`src/rtl/m_7seg_pkg.sv`:
```
// Shared 7-segment constants: active-low patterns for bits g..a, the DP bit
// position and the nibble reported for a dark digit.
package m_7seg_pkg;

  localparam int unsigned SEG_W  = 8;
  localparam int unsigned CNT_W  = 4;
  localparam int unsigned DP_BIT = 7;

  localparam logic [6:0] SEG_0     = 7'b1000000;
  localparam logic [6:0] SEG_1     = 7'b1111001;
  localparam logic [6:0] SEG_2     = 7'b0100100;
  localparam logic [6:0] SEG_3     = 7'b0110000;
  localparam logic [6:0] SEG_4     = 7'b0011001;
  localparam logic [6:0] SEG_5     = 7'b0010010;
  localparam logic [6:0] SEG_6     = 7'b0000010;
  localparam logic [6:0] SEG_7     = 7'b1111000;
  localparam logic [6:0] SEG_8     = 7'b0000000;
  localparam logic [6:0] SEG_9     = 7'b0011000;
  localparam logic [6:0] SEG_9_ALT = 7'b0010000;
  localparam logic [6:0] SEG_BLANK = 7'b1111111;

  localparam logic [3:0] BLANK_NIBBLE = 4'hF;

endpackage

```
`src/rtl/m_7seg_pattern_decode.sv`:
```
// Combinational reverse lookup of an active-low 7-segment pattern to BCD,
// flagging dark digits and patterns that are not part of the driver's table.
module m_7seg_pattern_decode
  import m_7seg_pkg::*;
(
  input  logic [6:0] pat,
  output logic [3:0] digit_c,
  output logic       blank_c,
  output logic       illegal_c
);

  always_comb begin
    digit_c   = 4'd0;
    blank_c   = 1'b0;
    illegal_c = 1'b0;
    case (pat)
      SEG_0:            digit_c = 4'd0;
      SEG_1:            digit_c = 4'd1;
      SEG_2:            digit_c = 4'd2;
      SEG_3:            digit_c = 4'd3;
      SEG_4:            digit_c = 4'd4;
      SEG_5:            digit_c = 4'd5;
      SEG_6:            digit_c = 4'd6;
      SEG_7:            digit_c = 4'd7;
      SEG_8:            digit_c = 4'd8;
      SEG_9, SEG_9_ALT: digit_c = 4'd9;
      SEG_BLANK: begin
        digit_c = BLANK_NIBBLE;
        blank_c = 1'b1;
      end
      default:          illegal_c = 1'b1;
    endcase
  end

endmodule

```
`src/rtl/m_7seg_capture.sv`:
```
// Monitors a multiplexed active-low 7-segment bus, debounces each digit slot
// and publishes the reconstructed multi-digit value once a full scan is seen.
module m_7seg_capture
  import m_7seg_pkg::*;
#(
  parameter int unsigned DIGITS  = 2,
  parameter int unsigned STABLE  = 3,
  parameter int unsigned TIMEOUT = 1023
) (
  input  logic                  clk,
  input  logic                  rst,
  input  logic [SEG_W-1:0]      seg_n,
  input  logic [DIGITS-1:0]     dig_n,
  input  logic                  clear,
  output logic [4*DIGITS-1:0]   value,
  output logic [DIGITS-1:0]     dp,
  output logic [DIGITS-1:0]     blank,
  output logic                  valid,
  output logic                  err,
  output logic                  stale
);

  localparam int unsigned TW = $clog2(TIMEOUT + 1);

  logic [SEG_W-1:0]    s_seg_q, s_seg_d;
  logic [DIGITS-1:0]   s_dig_q, s_dig_d;
  logic [CNT_W-1:0]    cnt_q, cnt_d;
  logic [DIGITS-1:0]   seen_q, seen_d;
  logic [4*DIGITS-1:0] sh_val_q, sh_val_d;
  logic [DIGITS-1:0]   sh_dp_q, sh_dp_d;
  logic [DIGITS-1:0]   sh_blank_q, sh_blank_d;
  logic [4*DIGITS-1:0] value_q, value_d;
  logic [DIGITS-1:0]   dp_q, dp_d;
  logic [DIGITS-1:0]   blank_q, blank_d;
  logic                valid_q, valid_d;
  logic                err_q, err_d;
  logic [TW-1:0]       to_q, to_d;
  logic                stale_q, stale_d;

  logic [3:0] digit_c;
  logic       dec_blank_c;
  logic       illegal_c;
  logic       one_hot_c;
  logic       same_c;
  logic       accept_c;
  logic       commit_c;

  m_7seg_pattern_decode u_decode (
    .pat       (seg_n[6:0]),
    .digit_c   (digit_c),
    .blank_c   (dec_blank_c),
    .illegal_c (illegal_c)
  );

  always_comb begin
    s_seg_d    = seg_n;
    s_dig_d    = dig_n;
    cnt_d      = cnt_q;
    seen_d     = seen_q;
    sh_val_d   = sh_val_q;
    sh_dp_d    = sh_dp_q;
    sh_blank_d = sh_blank_q;
    value_d    = value_q;
    dp_d       = dp_q;
    blank_d    = blank_q;
    valid_d    = 1'b0;
    err_d      = err_q;
    to_d       = to_q;

    one_hot_c = $onehot(~dig_n);
    same_c    = (seg_n == s_seg_q) && (dig_n == s_dig_q);

    // Run length of identical one-hot samples, saturating at STABLE.
    if (one_hot_c && same_c) begin
      cnt_d = (cnt_q < CNT_W'(STABLE)) ? cnt_q + CNT_W'(1) : CNT_W'(STABLE);
    end else begin
      cnt_d = one_hot_c ? CNT_W'(1) : CNT_W'(0);
    end
    // Accept only on the edge the run first reaches STABLE.
    accept_c = one_hot_c && (cnt_d == CNT_W'(STABLE)) &&
               ((cnt_q != CNT_W'(STABLE)) || !same_c);
    commit_c = &seen_q;

    if (commit_c) begin
      value_d = sh_val_q;
      dp_d    = sh_dp_q;
      blank_d = sh_blank_q;
      valid_d = 1'b1;
      seen_d  = '0;
      to_d    = '0;
    end else if (to_q != TW'(TIMEOUT)) begin
      to_d = to_q + TW'(1);
    end

    if (accept_c && illegal_c) begin
      err_d = 1'b1;
    end
    for (int unsigned i = 0; i < DIGITS; i++) begin
      if (accept_c && !illegal_c && !dig_n[i]) begin
        sh_val_d[4*i +: 4] = digit_c;
        sh_dp_d[i]         = ~seg_n[DP_BIT];
        sh_blank_d[i]      = dec_blank_c;
        seen_d[i]          = 1'b1;
      end
    end

    if (clear) begin
      seen_d = '0;
      err_d  = 1'b0;
      to_d   = '0;
    end
    stale_d = (to_d == TW'(TIMEOUT));
  end

  always_ff @(posedge clk or posedge rst) begin
    if (rst) begin
      s_seg_q    <= '1;
      s_dig_q    <= '1;
      cnt_q      <= '0;
      seen_q     <= '0;
      sh_val_q   <= '0;
      sh_dp_q    <= '0;
      sh_blank_q <= '0;
      value_q    <= '0;
      dp_q       <= '0;
      blank_q    <= '0;
      valid_q    <= 1'b0;
      err_q      <= 1'b0;
      to_q       <= '0;
      stale_q    <= 1'b0;
    end else begin
      s_seg_q    <= s_seg_d;
      s_dig_q    <= s_dig_d;
      cnt_q      <= cnt_d;
      seen_q     <= seen_d;
      sh_val_q   <= sh_val_d;
      sh_dp_q    <= sh_dp_d;
      sh_blank_q <= sh_blank_d;
      value_q    <= value_d;
      dp_q       <= dp_d;
      blank_q    <= blank_d;
      valid_q    <= valid_d;
      err_q      <= err_d;
      to_q       <= to_d;
      stale_q    <= stale_d;
    end
  end

  assign value = value_q;
  assign dp    = dp_q;
  assign blank = blank_q;
  assign valid = valid_q;
  assign err   = err_q;
  assign stale = stale_q;

endmodule
```
`config.mk`:
```
export PLATFORM = sky130hd
export DESIGN_NAME = m_7seg_capture
export DESIGN_NICKNAME = d
export VERILOG_FILES = /design/src/rtl/m_7seg_pkg.sv /design/src/rtl/m_7seg_pattern_decode.sv /design/src/rtl/m_7seg_capture.sv
export SDC_FILE = /design/constraint.sdc
export NUM_CORES = 1
export LEC_CHECK = 0
export ABC_CLOCK_PERIOD_IN_PS = 2500
export CAP_MARGIN = 0
export CELL_PAD_IN_SITES_DETAIL_PLACEMENT = 0
export CELL_PAD_IN_SITES_GLOBAL_PLACEMENT = 2
export CORE_MARGIN = 4
export CORE_UTILIZATION = 30
export DETAILED_ROUTE_END_ITERATION = 12
export HOLD_SLACK_MARGIN = 0.06
export PLACE_DENSITY = 0.72
export SETUP_SLACK_MARGIN = 0.5
export SLEW_MARGIN = 20
export SYNTH_ARGS = -nofsm -noshare
export SYNTH_HDL_FRONTEND = slang
export SYNTH_SLANG_ARGS = --single-unit
```
`constraint.sdc`:
```
create_clock -name clk -period 2.5 [get_ports clk]
set_input_delay 0.25 -clock clk [delete_from_list [all_inputs] [get_ports clk]]
set_output_delay 0.25 -clock clk [all_outputs]
set_load 0.03 [all_outputs]
```
==> results.sh <==
export IMPL_synthAdderAreaFrac_pct=1.39
export IMPL_cts_max_level=2
export IMPL_die_h_um=99.6
export IMPL_tightest_slew_ns=0.683
export IMPL_antennaDiodeCount=0
export IMPL_ys_seq_elements=53
export IMPL_cap_violations=0
export IMPL_p_int_mw=1.17
export IMPL_grt_overflow_total=0
export IMPL_clock_sinks=53
export IMPL_synth_edff_count=0
export IMPL_run_status="completed"
export IMPL_synth_compound_area_share_pct=9.95
export IMPL_die_area_um2=9920
export IMPL_drtPass1Iterations=4
export IMPL_fin_skew_ns=0.00901
export IMPL_rsz0062_at_grt="yes"
export IMPL_synth_cell_types=53
export IMPL_area_growth_pct=23.0
export IMPL_cp_depth=6
export IMPL_viasPerCell=4.79
export IMPL_fmax_ghz=0.528
export IMPL_crit_chain="xnor2_1 -> nand4_1 -> nor4_4 -> buf_4 -> nand3_4 -> mux2_1"
export IMPL_synth_area_um2=2520
export IMPL_pwr_share_clk_pct=33.5
export IMPL_dp_hpwl_um=3580
export IMPL_place_gp_congestion=0.771
export IMPL_switching_share_pct=24.8
export IMPL_finalPower_mw=1.56
export IMPL_ff_latch_area_um2=1340
export IMPL_row_count=33
export IMPL_asyncSetResetFlopFracSynth_pct=100
export IMPL_nNetsFinal=274
export IMPL_clockBufferDepth=2
export IMPL_initial_utilization_pct=30.8
export IMPL_wire_per_inst_um=14.3
export IMPL_drc_errors=0
export IMPL_antenna_found_initial=0
export IMPL_dr_first_iter_drc_count=27
export IMPL_cp_end_kind="flop"
export IMPL_io_pins=28
export IMPL_fin_setup_tns_ns=0
export IMPL_grt_max_degree=54
export IMPL_grt_pass1_vias=1755
export IMPL_slowest_delay_ns=0.54
export IMPL_slew_violations=0
export IMPL_postLayoutCoreUtil_pct=37.8
export IMPL_cts_root_buffer="clkbuf_8"
export IMPL_tritoncts="built"
export IMPL_min_period_ns=1.89
export IMPL_yosys_warnings=0
export IMPL_fillCellCount=807
export IMPL_clock_latency_ns=0.31
export IMPL_synthSimpleGateAreaFrac_pct=16.0
export IMPL_synth_top_family_by_area="simple AND/OR/NAND/NOR gates"
export IMPL_power_frac_seq_pct=57.5
export IMPL_rr_worst_depth=6
export IMPL_worstPathMaxFanout=7
export IMPL_die_x_um=99.6
export IMPL_p_switching_mw=0.385
export IMPL_syn_inst=219
export IMPL_synth_xor_area_share_pct=4.18
export IMPL_comb_power_share_pct=9.0
export IMPL_antenna_left=0
export IMPL_crit_path_start_kind="flop"
export IMPL_grt_pass1_wl_um=8890
export IMPL_power_leakage_nw=1.36
export IMPL_io_buffers=27
export IMPL_wirelength_um=5200
export IMPL_hold_viol=0
export IMPL_layout_worst_path_cycle_share_pct=75.7
export IMPL_drive_above_1_share_pct=22.7
export IMPL_crit_buf_inv=1
export IMPL_p_per_area_nw_per_um2=503
export IMPL_clk_pin_slew_ns=0.10
export IMPL_cp_slowest_cell="dfstp_2"
export IMPL_cts_buffers_inserted=5
export IMPL_synthFlopType="dfrtp_1"
export IMPL_coreArea_um2=8180
export IMPL_hold_depth=1
export IMPL_multi_input_area_um2=1100
export IMPL_crit_type="reg2reg"
export IMPL_worstPathArrival_ns=2.09
export IMPL_syn_area_per_cell_um2=11.5
export IMPL_crit_required_ns=2.70
export IMPL_num_vias=1747
export IMPL_slew_headroom_pct=54.4
export IMPL_cp_top_family="simple AND/OR/NAND/NOR gates"
export IMPL_vdd_drop_max_v=0.000207
export IMPL_synth_area_mux_share_pct=10.5
export IMPL_hold_class="in2reg"
export IMPL_setup_viol=0
export IMPL_seq_area_frac_synth_pct=53.2
export IMPL_grt_usage_pct=11.2
kinds of logic (layout without fill, tap and decap cells):
| logic type | count (synthesis) | in the layout |
|---|---|---|
| other | 1 | 2 |
| xor gates and xnor gates | 12 | 12 |
| and+or+nand+nor | 65 | 65 |
| buffers and inverters | 22 | 62 |
| AOI/OAI and AO/OA | 39 | 39 |
| adders and majority gates | 3 | 3 |
| muxes | 24 | 24 |
| DFF | 53 | 53 |
metrics by stage:
step / area (µm²) / instances / hold WS [ns] / worst slack (ns)
floorplan: 2520 / 220 / 0.254 / 0.623
global placement: 2910 / 350 / 0.474 / 0.209
detailed placement: 2910 / 350 / 0.483 / 0.183
CTS: 3030 / 359 / 0.277 / 0.529
global route: 3090 / 365 / 0.281 / 0.482
finish: 3090 / 365 / 0.293 / 0.608
flip-flops by register name, summed over array words and instances (netlist names):
signal,flops
dp,2
err,1
seen_q,2
sh_blank_q,2
sh_dp_q,2
to_q,10
valid,1
s_dig_q,2
blank,2
value,8
stale,1
s_seg_q,8
cnt_q,4
sh_val_q,8
power groups by stage:
stage,sequential [mW],combinational [mW],clock (mW)
finish,0.895,0.140,0.520
global route,0.898,0.158,0.575
CTS,0.896,0.135,0.543
detailed placement,0.912,0.136,0
global placement,0.912,0.136,0
floorplan,0.910,0.0841,0
Yosys cell counts (all sizes together), types with 4 or more instances:
master	n	area, µm²
dfrtp	43	1080
mux2	20	225
inv	11	41.3
buf	10	71.3
dfstp	10	263
nand2	10	37.5
o21ai	10	50.1
a21oi	9	45.0
xnor2	9	78.8
nand3	8	50.1
nor2	8	30.0
nor3	7	35.0
nand4	6	37.5
a31oi	4	25.0
and3	4	27.5
mux2i	4	40.0
cells in the final DEF (no fill, tap or decap), drive strengths merged, types with 2 or more instances in the layout:
master and n:
clkdlybuf4s50 23, ha 2, a21oi 9, nor2b 3
or3 2, and3 4, a31oi 4, nand2b 3
dfstp 10, o21ai 10, nor3 7, buf 16
nor2 8, nand2 10, nand3 8, clkbuf 6
conb 2, nor4 2, o211ai 3, dlygate4sd2 4
a211oi 3, mux2i 4, nor4b 2, o41ai 2
nand4 6, xnor2 9, and4 2, inv 12
dfrtp 43, mux2 20, xor2 3
layout make-up:
cell class	count	area share, %
flip-flops and latches	53	43.3
multi-input cells	145	35.4
repair buffers	43	12.5
well taps	105	4.25
clock buffers	6	2.67
inverters	11	1.33
clock inverters	2	0.526
what timing repair did:
action / in CTS / in global routing
pin swaps: 1 / 5
gates resized for setup: 7 / 4
hold buffers: 0 / 0
setup buffers: 1 / 6
setup endpoints to repair: 10 / 12
path summary, 6_finish.rpt:
| path | startpoint | end | slack (ns) |
|---|---|---|---|
| worst max-delay path | s_seg_q[5] | sh_val_q[1] | 0.61 |
| worst min-delay path | seg_n[2] | s_seg_q[2] | 0.29 |
| worst max register to register | s_seg_q[5] | sh_val_q[1] | 0.61 |
| worst min register to register | dp[0] | dp[0] | 0.50 |
| max in group asynchronous | rst | to_q[1] | 1.57 |
| min in group asynchronous | rst | valid | 0.44 |
per-layer routing:
layer | vias up | global-route usage, % | wire length [µm]
li1 | 861 | - | -
met1 | 855 | 16.7 | 2720
met2 | 22 | 16.2 | 2260
met3 | 9 | 2.31 | 148
met4 | 0 | 3.47 | 81
met5 | - | 0 | 0
(Power assumes the default switching activity.)
